`config.mk`:
```
export PLATFORM = sky130hd
export DESIGN_NAME = div16x8_seq_ctrl
export DESIGN_NICKNAME = d
export VERILOG_FILES = /design/src/rtl/div16x8_seq_ctrl.sv
export SDC_FILE = /design/constraint.sdc
export NUM_CORES = 1
export LEC_CHECK = 0
export BUFFER_PORTS_ARGS = -buffer_cell sky130_fd_sc_hd__buf_2
export CAP_MARGIN = 25
export CORE_MARGIN = 1.5
export CORE_UTILIZATION = 59
export CTS_BUF_LIST = sky130_fd_sc_hd__clkbuf_2
export DETAILED_ROUTE_END_ITERATION = 8
export GPL_TIMING_DRIVEN = 0
export PLACE_DENSITY_LB_ADDON = 0.15
export SLEW_MARGIN = 20
export SYNTH_ARGS = -nofsm -noshare
export SYNTH_HDL_FRONTEND = slang
export SYNTH_SLANG_ARGS = --single-unit
```
`constraint.sdc`:
```
create_clock -name clk -period 8.2 [get_ports clk]
set_input_delay 0.82 -clock clk [delete_from_list [all_inputs] [get_ports clk]]
set_output_delay 0.82 -clock clk [all_outputs]
set_load 0.005 [all_outputs]
```
`src/rtl/div16x8_seq_ctrl.sv`:
```
// Sequential 16/8 restoring divider: one shared 9-bit restoring row is reused for
// 8 cycles. An optional approximate LSB-cell schedule is selected per request.
module div16x8_seq_ctrl #(
  parameter int APPROX_ROWS = 4
) (
  input  logic        clk,
  input  logic        rst_n,
  input  logic        in_valid,
  output logic        in_ready,
  input  logic [15:0] x,
  input  logic [7:0]  y,
  input  logic        approx_en,
  output logic        out_valid,
  input  logic        out_ready,
  output logic [7:0]  q,
  output logic [7:0]  r,
  output logic        ovf,
  output logic        dz
);

  typedef enum logic [1:0] {
    S_IDLE = 2'd0,
    S_RUN  = 2'd1,
    S_DONE = 2'd2
  } state_t;

  state_t      state_q, state_d;
  logic [8:0]  p_q, p_d;
  logic [6:0]  xs_q, xs_d;
  logic [7:0]  y_q, y_d;
  logic        approx_q, approx_d;
  logic        ovf_q, ovf_d;
  logic        dz_q, dz_d;
  logic [2:0]  j_q, j_d;
  logic [7:0]  q_q, q_d;
  logic [7:0]  r_q, r_d;

  logic        accept_s;
  logic [7:0]  approx_cell_s;
  logic [8:0]  borrow_s;
  logic [7:0]  rout_s;
  logic        qs_s;

  assign accept_s = in_valid & (state_q == S_IDLE);

  // State register
  always_ff @(posedge clk or negedge rst_n) begin
    if (!rst_n) begin
      state_q <= S_IDLE;
    end else begin
      state_q <= state_d;
    end
  end

  // Next-state logic
  always_comb begin
    state_d = state_q;
    case (state_q)
      S_IDLE: begin
        if (accept_s) state_d = S_RUN;
        else          state_d = S_IDLE;
      end
      S_RUN: begin
        if (j_q == 3'd0) state_d = S_DONE;
        else             state_d = S_RUN;
      end
      S_DONE: begin
        if (out_ready) state_d = S_IDLE;
        else           state_d = S_DONE;
      end
      default: state_d = S_IDLE;
    endcase
  end

  // Output logic
  always_comb begin
    in_ready  = (state_q == S_IDLE);
    out_valid = (state_q == S_DONE);
    q         = q_q;
    r         = r_q;
    ovf       = ovf_q;
    dz        = dz_q;
  end

  // Shared restoring row; the borrow chain must settle before qs selects each rout
  always_comb begin
    approx_cell_s = 8'h00;
    borrow_s      = 9'h000;
    rout_s        = 8'h00;
    for (int k = 0; k < 8; k++) begin
      if (approx_q && (int'(j_q) < APPROX_ROWS) && (k < (APPROX_ROWS - int'(j_q)))) begin
        approx_cell_s[k] = 1'b1;
      end else begin
        approx_cell_s[k] = 1'b0;
      end
      if (approx_cell_s[k]) begin
        borrow_s[k+1] = borrow_s[k] & (y_q[k] | ~p_q[k]);
      end else begin
        borrow_s[k+1] = (~p_q[k] & borrow_s[k]) | (~p_q[k] & y_q[k]) | (y_q[k] & borrow_s[k]);
      end
    end
    qs_s = ~borrow_s[8] | p_q[8];
    for (int k = 0; k < 8; k++) begin
      if (approx_cell_s[k]) begin
        rout_s[k] = p_q[k] | (qs_s & (y_q[k] ^ borrow_s[k]));
      end else if (qs_s) begin
        rout_s[k] = p_q[k] ^ y_q[k] ^ borrow_s[k];
      end else begin
        rout_s[k] = p_q[k];
      end
    end
  end

  // Datapath next values: load on accept, one quotient row per RUN cycle
  always_comb begin
    p_d      = p_q;
    xs_d     = xs_q;
    y_d      = y_q;
    approx_d = approx_q;
    ovf_d    = ovf_q;
    dz_d     = dz_q;
    j_d      = j_q;
    q_d      = q_q;
    r_d      = r_q;
    case (state_q)
      S_IDLE: begin
        if (accept_s) begin
          p_d      = x[15:7];
          xs_d     = x[6:0];
          y_d      = y;
          approx_d = approx_en;
          ovf_d    = (x[15:8] >= y);
          dz_d     = (y == 8'h00);
          j_d      = 3'd7;
          q_d      = 8'h00;
        end else begin
          j_d = j_q;
        end
      end
      S_RUN: begin
        q_d[j_q] = qs_s;
        if (j_q != 3'd0) begin
          p_d  = {rout_s, xs_q[6]};
          xs_d = {xs_q[5:0], 1'b0};
          j_d  = j_q - 3'd1;
        end else begin
          r_d = rout_s;
        end
      end
      S_DONE: begin
        j_d = j_q;
      end
      default: begin
        j_d = 3'd0;
      end
    endcase
  end

  // Datapath registers
  always_ff @(posedge clk or negedge rst_n) begin
    if (!rst_n) begin
      p_q      <= 9'h000;
      xs_q     <= 7'h00;
      y_q      <= 8'h00;
      approx_q <= 1'b0;
      ovf_q    <= 1'b0;
      dz_q     <= 1'b0;
      j_q      <= 3'd0;
      q_q      <= 8'h00;
      r_q      <= 8'h00;
    end else begin
      p_q      <= p_d;
      xs_q     <= xs_d;
      y_q      <= y_d;
      approx_q <= approx_d;
      ovf_q    <= ovf_d;
      dz_q     <= dz_d;
      j_q      <= j_d;
      q_q      <= q_d;
      r_q      <= r_d;
    end
  end

endmodule
```
# Word level (Yosys, flattened, before mapping)
# Cells that the tools add are included.
# op_classes
add_sub_neg	2
n_bitwise	101
n_reduce_logical	20
order_cmp	12
eq_ne	4
n_mux	50
# ops
cell	count
1-bit AND	38
1-bit 2-to-1 mux	34
1-bit bitwise OR	30
1-bit XOR	22
9-bit 2-to-1 mux	2
9-bit case mux with 2 select lines	1
4-bit < comparator (first input constant)	4
8-bit case mux with 2 select lines	1
7-bit 2-to-1 mux	2
7-bit case mux with 2 select lines	1
1-bit inverter	11
1-bit logical AND	10
3-bit case mux with 3 select lines	1
8-bit bitwise mux	1
8-bit >= comparator	1
8-bit zero test	1
3-bit by 4-bit < comparator with 1-bit output (first input constant)	2
8-bit 2-to-1 mux	1
3-bit 2-to-1 mux	2
2-bit case mux with 3 select lines	1
2-bit AND reduction	3
3-bit AND reduction	2
1-bit by 4-bit < comparator with 1-bit output (first input constant)	1
2-bit by 4-bit < comparator with 1-bit output (first input constant)	1
other kinds (15)	16
# word_totals
input_bits	29
reg_bits	48
out_inout_bits	20
wordCells	199

# Logic depth before layout (Yosys ltp)
# Gate-level depths: netlist of run 1.
# logic_depth
ltp_word	40
mapped_depth	26
mapped_depth_nobuf	24

# Worst setup path after synthesis of run 1
# OpenSTA, ideal clock, no wires.
# synth_timing
kind	register -> register
startpoint	reg j_q[1]
endpoint	reg p_q[5]
setup_time_ns	0.096
required_time_ns	8.104
stages_incl_launch_ff	27
slack_ns	2.110
t_arrival_ns	5.995
n_path_buf	2
synth_period_minus_slack_ns	6.090
path_cell_list	dfrtp_1 > clkbuf_1 > inv_1 > ha_1 > ha_1 > nand2_1 > nand2_1 > and2_1 > fa_1 > a32o_1 > fa_1 > o21ai_0 > a21bo_1 > fa_1 > and2_1 > fa_1 > o21a_1 > fa_1 > mux2_2 > fa_1 > a22oi_1 > fa_1 > or2_1 > clkbuf_1 > o31a_1 > o21ai_1 > o31ai_1
# synth_between
elab_chain_len	40
elab_cells_between_ends	83
classes_between	add/sub: 1; order compare: 9; eq/ne: 1; mux: 20; bitwise: 41; reduce/logical: 11
# synth_lines
item	line	text
start: declaration	34	logic [2:0] j_q, j_d;
start signal: assignment	178	j_q <= j_d;
3-bit by 3-bit subtractor with 4-bit output or 3-bit < comparator (tied branches)	91	if (approx_q && (int'(j_q) < APPROX_ROWS) && (k < (APPROX_ROWS - int'(j_q)))) begin
1-bit by 4-bit < comparator with 1-bit output or 1-bit logical AND (tied branches)	91	
1-bit logical AND	91	
1-bit 2-to-1 mux	91	
1-bit 2-to-1 mux	96	if (approx_cell_s[k]) begin
1-bit AND	99	borrow_s[k+1] = (~p_q[k] & borrow_s[k]) | (~p_q[k] & y_q[k]) | (y_q[k] & borrow_s[k]);
1-bit bitwise OR (2 in a row)	99	
1-bit 2-to-1 mux	96	
[23 not listed]	-	
1-bit 2-to-1 mux	96	
1-bit inverter	102	qs_s = ~borrow_s[8] | p_q[8];
1-bit bitwise OR	102	
1-bit AND	105	rout_s[k] = p_q[k] | (qs_s & (y_q[k] ^ borrow_s[k]));
1-bit bitwise OR	105	
1-bit 2-to-1 mux	104	if (approx_cell_s[k]) begin
9-bit 2-to-1 mux	142	if (j_q != 3'd0) begin
9-bit case mux with 2 select lines	125	case (state_q)
end signal: assignment	172	p_q <= p_d;
end: declaration	28	logic [8:0] p_q, p_d;
# Parallel ways exist; a longest one is shown, timed or not. The select of a mux whose other input is x is not followed.
# A chain may end at the register's enable or synchronous reset.

# Worst setup path in the final report of run 1
# Same ends and word-level chain as after synthesis.

==> results.yml, run 1 <==
route:
  vias_per_cell: 5.62
  vias: 2505
  wl_per_cell_um: 15.2
  drtIter0Drc: 137
  ant_nets: 0
  wirelength_um: 6780
  first_pass_iters: 6
  drc_errors: 0
setup_path:
  path_max_fanout: 10
  path_class: "flop to flop"
  rrSetupSlack_ns: 1.34
  reg2regPathDepth: 26
  start_kind: "flop"
  arrival_ns: 7.23
  critPathLaunch: "j_q[1]"
  end_kind: "flop"
  worst_r2r_endpoint: "p_q[5]"
  r2r-start: "j_q[1]"
  required_ns: 8.57
global_route:
  grt_usage_pct: 27.0
  overflow: 0
  grt_pass1_wl_um: 11300
  antenna_found_initial: 0
  grt_pass1_vias: 2411
  grt_max_degree: 32
timing:
  skew_ns: 0.0197
  slew_violations: 0
  max_slew_margin_pct: 64.1
  rsz0062_at_grt: "false"
  fin_crit_sh_pct: 83.6
  timing_hold_violations_final: 0
  min_period_ns: 6.86
  setup_tns_ns: 0
  fmax_mhz: 146
  fin_ws_ns: 1.34
  setup_violations: 0
  worstMarginPinSlew_ns: 0.538
final_layout:
  fin_nets: 437
  nFillCells: 418
  final_util_pct: 70.1
  final_area_um2: 3350
  regArea_um2: 1200
  multi_input_area_um2: 1580
  layout_common_cells: "56 x buf_2, 48 x nand2_1, 48 x dfrtp_1"
  syn2layout_area_growth_pct: 12.9
  final_common_cell: "buf_2"
  drive_above_1_share_pct: 18.7
  num_antenna_cells: 0
clock_network:
  cts-resized-gates: 0
  cts_buffers: 5
  htreeDepth: 2
  cts.sinks: 48
  path_clk_slew_ns: 0.24
  holdBufCountCts: 0
  cts_root_buf: "clkbuf_2"
  cts_tree: "done"
  post_cts_buffers: 0
  clock_path_buffers: 2
  insertion_delay_ns: 0.43
power_and_ir_drop:
  peakVddDrop_uv: 183
  finalPower_mw: 1.44
  p_leak_nw: 1.70
  p_per_area_nw_per_um2: 430
place:
  dp_hpwl_um: 5260
  io_buffers: 48
  dpl_cell_area_um2: 3310
  pre_cts_ws_ns: 1.44
  globalplace.congestion: 0.858
die:
  coreArea_um2: 4790
  die_w_um: 74.0
  start_util_pct: 62.1
  fp.dieArea_um2: 5470
  row_count: 25
  chipHeight_um: 74.0
  io_pins: 49
yosys:
  synth_ff_type: "dfrtp_1"
  yosysUniqueCellTypes: 49
  synthCells: 322
  synth_warnings: 0
  synth_seq_area_share_pct: 40.4
  syn_avg_cell_area_um2: 9.22
  synth_edf_count: 0
  synthesis.nets: 381
  synth_area_um2: 2970
  synth_seq_cells: 48
  async_flop_share_pct: 100
hold_path:
  hp-class: "input pin to asynchronous set/reset pin"
status:
  outcome: "finished clean"
run:
  cap_violations: 0
## synth_stat cells, types with 2 or more instances
cell type  count  area, um2
a211oi_1       2       15.0
a21o_1         2       15.0
a21oi_1        9       45.0
a22oi_1        6       45.0
a31oi_1        9       56.3
and2_1         2       12.5
and3_1         2       12.5
buf_2          8       40.0
buf_4          2       15.0
clkbuf_1       6       22.5
dfrtp_1       48       1200
fa_1           7        140
ha_1          23        288
inv_1         29        109
mux2i_1        4       40.0
nand2_1       48        180
nand2b_1       5       31.3
nand3_1       10       50.1
nand4_1        3       18.8
nor2_1        12       45.0
nor2b_1        5       31.3
nor3_1         2       10.0
nor4_1         2       12.5
o211ai_1       7       52.6
o21a_1         5       37.5
o21ai_0       12       60.1
o21ai_1       23        115
o311ai_1       3       26.3
o31a_1         3       26.3
o41ai_1        3       26.3
or3b_1         2       17.5
## logic make-up after synthesis
group / count (synthesis) / share of synthesized area (%)
AO/OA/AOI/OAI: 92 / 20.3
adder cells (fa/ha/maj): 30 / 14.4
buffers and inverters: 46 / 6.40
flip-flops: 48 / 40.4
multiplexers: 6 / 2.11
AND/OR/NAND/NOR: 100 / 16.4
## layout make-up
cell class / count / share of cell area, %
Buffer: 16 / 2.31
Clock buffer: 5 / 0.746
Clock inverter: 3 / 0.410
Inverter: 30 / 3.36
Multi-Input combinational cell: 228 / 47.1
Sequential cell: 48 / 35.8
Tap cell: 67 / 2.50
Timing Repair Buffer: 49 / 7.76
## flip-flops by register name, indices dropped and copies added (netlist names)
name	flops
approx_q	1
p_q	9
j_q	3
xs_q	7
state_q	2
y_q	8
r	8
ovf	1
q	8
dz	1
## layer usage
metal  routed length (um)  vias to the layer above  global-route usage (%)
met3                  394                       11                    5.42
met1                 3220                     1175                    38.6
li1                     -                     1240                       -
met5                    0                        -                       0
met2                 3050                       79                    42.2
met4                  110                        0                    7.20
## worst max-delay path, cell delays in order (launching register included)
cell      delay (ns)
dfrtp_1         0.37
clkbuf_1        0.29
inv_1           0.21
ha_1            0.23
ha_1            0.34
nand2_1         0.15
nand2_1         0.08
and2_1          0.20
fa_1            0.36
a32o_1          0.27
fa_1            0.36
o21ai_0         0.08
a21bo_1         0.25
fa_1            0.37
and2_1          0.17
fa_1            0.38
o21a_1          0.15
fa_1            0.35
mux2_2          0.30
fa_1            0.36
a22oi_1         0.23
fa_1            0.26
or2_1           0.13
clkbuf_1        0.40
o31a_1          0.22
o21ai_1         0.09
o31ai_1         0.20
## through the flow
step / instances / hold slack [ns]
floorplan: 322 / 0.466
global placement: 437 / 0.461
detailed placement: 438 / 0.458
CTS: 446 / 0.296
global route: 446 / 0.280
finish: 446 / 0.272
## worst max-delay path by stage
| stage | end | slack, ns | depth (start not counted) |
|---|---|---|---|
| floorplan | p_q[5] | 2.11 | 26 |
| global placement | p_q[5] | 1.53 | 26 |
| detailed placement | p_q[5] | 1.44 | 26 |
| CTS | p_q[5] | 1.37 | 26 |
| global route | p_q[2] | 0.89 | 26 |
| finish | p_q[5] | 1.34 | 26 |
## report_power, final
group          leakage [nW]  internal, mW  switching [mW]
logic                  1.08         0.372           0.540
clock network        0.0302        0.0191          0.0766
registers             0.588         0.350          0.0846
No activity file was read; power rests on OpenSTA's default activity.
==> run 2: changes to the inputs <==
clock period = 6.4 ns   (was 8.2 ns; I/O delays follow)
==> run 2 against run 1 <==
Effect of this change: design area grew 3.1%; total power increased by 36%; wire length rose by 2.3%; global-route usage hardly changed; clock-buffer cell count is the same; critical endpoint is now p_q[8].
==> results.yml, run 2 (same netlist as run 1, synthesis figures left out) <==
status:
  outcome: "finished clean"
setup_path:
  path_class: "flop to flop"
  start_kind: "flop"
  rrSetupSlack_ns: 0.22
  required_ns: 6.74
  arrival_ns: 6.52
  path_max_fanout: 10
  worst_r2r_endpoint: "p_q[8]"
  r2r-start: "j_q[2]"
  end_kind: "flop"
  reg2regPathDepth: 23
route:
  first_pass_iters: 4
  vias: 2558
  vias_per_cell: 5.65
  ant_nets: 0
  drtIter0Drc: 137
  wirelength_um: 6930
  wl_per_cell_um: 15.3
  drc_errors: 0
hold_path:
  hp-class: "input pin to asynchronous set/reset pin"
final_layout:
  num_antenna_cells: 0
  final_area_um2: 3460
  regArea_um2: 1200
  syn2layout_area_growth_pct: 16.4
  top_register: "p_q"
  nFillCells: 404
  drive_above_1_share_pct: 24.9
  fin_nets: 444
  multi_input_area_um2: 1610
  layout_common_cells: "55 x buf_2, 47 x nand2_1, 46 x dfrtp_1"
  largest_reg_flops: 9
  final_common_cell: "buf_2"
global_route:
  grt_max_degree: 32
  grt_pass1_vias: 2415
  antenna_found_initial: 0
  overflow: 0
  grt_usage_pct: 27.0
  grt_pass1_wl_um: 11300
run:
  cap_violations: 0
place:
  dp_hpwl_um: 5260
  dpl_cell_area_um2: 3310
  globalplace.congestion: 0.858
  io_buffers: 48
clock_network:
  insertion_delay_ns: 0.43
  cts_root_buf: "clkbuf_2"
  path_clk_slew_ns: 0.24
  cts_tree: "done"
  cts.sinks: 48
  htreeDepth: 2
  clock_path_buffers: 2
  cts_buffers: 5
die:
  row_count: 25
  coreArea_um2: 4790
  die_w_um: 74.0
  chipHeight_um: 74.0
  fp.dieArea_um2: 5470
  io_pins: 49
  start_util_pct: 62.1
power_and_ir_drop:
  peakVddDrop_uv: 244
  p_leak_nw: 1.74
  p_per_area_nw_per_um2: 566
timing:
  rsz0062_at_grt: "false"
  skew_ns: 0.0180
  min_period_ns: 6.18
  setup_violations: 0
  fmax_mhz: 162
  hold-worst-slack_ns: 0.0985
  max_slew_margin_pct: 63.5
  worstMarginPinSlew_ns: 0.547
  timing_hold_violations_final: 0
  fin_crit_sh_pct: 96.6
  slew_violations: 0
==> run 2: worst max-delay path by stage <==
stage                start     end  slack (ns)  cells past startpoint
finish              j_q[2]  p_q[8]        0.22                     23
global route        j_q[1]  p_q[8]       0.001                     23
CTS                 j_q[2]    r[0]       0.002                     25
detailed placement  j_q[1]  p_q[5]       -0.36                     26
global placement    j_q[1]  p_q[5]       -0.27                     26
floorplan           j_q[1]  p_q[5]        0.31                     26
==> run 2: cell type report <==
| cell class | count | area share (%) |
|---|---|---|
| flip-flops and latches | 48 | 34.8 |
| clock buffers | 5 | 0.724 |
| inverters | 30 | 3.33 |
| plain buffers | 15 | 2.53 |
| clock inverters | 3 | 0.398 |
| multi-input cells | 228 | 46.5 |
| well taps | 67 | 2.42 |
| repair buffers | 57 | 9.26 |
==> run 2: timing repair <==
| item | CTS | global route |
|---|---|---|
| hold endpoints to repair | 0 | 0 |
| pin swaps | 0 | 3 |
| endpoints found under the setup margin | 17 | 22 |
| hold buffers | 0 | 0 |
| buffers inserted | 0 | 8 |
| resized for setup | 5 | 22 |
==> run 2: worst max-delay path, cell delays in order (launching register included) <==
cell	delay [ns]
dfrtp_1	0.46
buf_4	0.19
inv_2	0.10
ha_2	0.32
nand2_2	0.11
nand2_1	0.07
and2_4	0.18
fa_1	0.35
a32o_2	0.27
fa_1	0.35
o21ai_0	0.07
a21bo_2	0.26
fa_1	0.36
and2_1	0.17
fa_1	0.38
o21a_1	0.15
fa_1	0.35
mux2_2	0.31
fa_1	0.38
a22oi_2	0.23
fa_2	0.47
mux2i_2	0.25
a211oi_1	0.13
a21o_1	0.18
==> run 2: report_power, final <==
part | internal (mW) | switching [mW]
Combinational | 0.551 | 0.718
Sequential | 0.450 | 0.115
Clock | 0.0245 | 0.0981
Total | 1.03 | 0.931
==> run 2: per-stage QoR <==
stage | utilization (%) | TNS (ns) | power, mW | setup slack [ns] | instances
6_report | 72.3 | 0 | 1.96 | 0.216 | 453
3_5_place_dp | 69.3 | -4.18 | 1.72 | -0.361 | 438
3_3_place_gp | 68.8 | -2.58 | 1.67 | -0.271 | 437
5_1_grt | 72.3 | 0 | 2.14 | 0.000976 | 453
4_1_cts | 70.1 | 0 | 1.85 | 0.00205 | 445
2_1_floorplan | - | 0 | 1.39 | 0.310 | 322
==> run 2: per-layer routing <==
metal | vias up | wire length, um | GRT usage [%]
met4 | 0 | 127 | 7.20
met5 | - | 0 | 0
met2 | 92 | 3200 | 42.3
met3 | 13 | 402 | 5.42
li1 | 1252 | - | -
met1 | 1201 | 3200 | 38.4
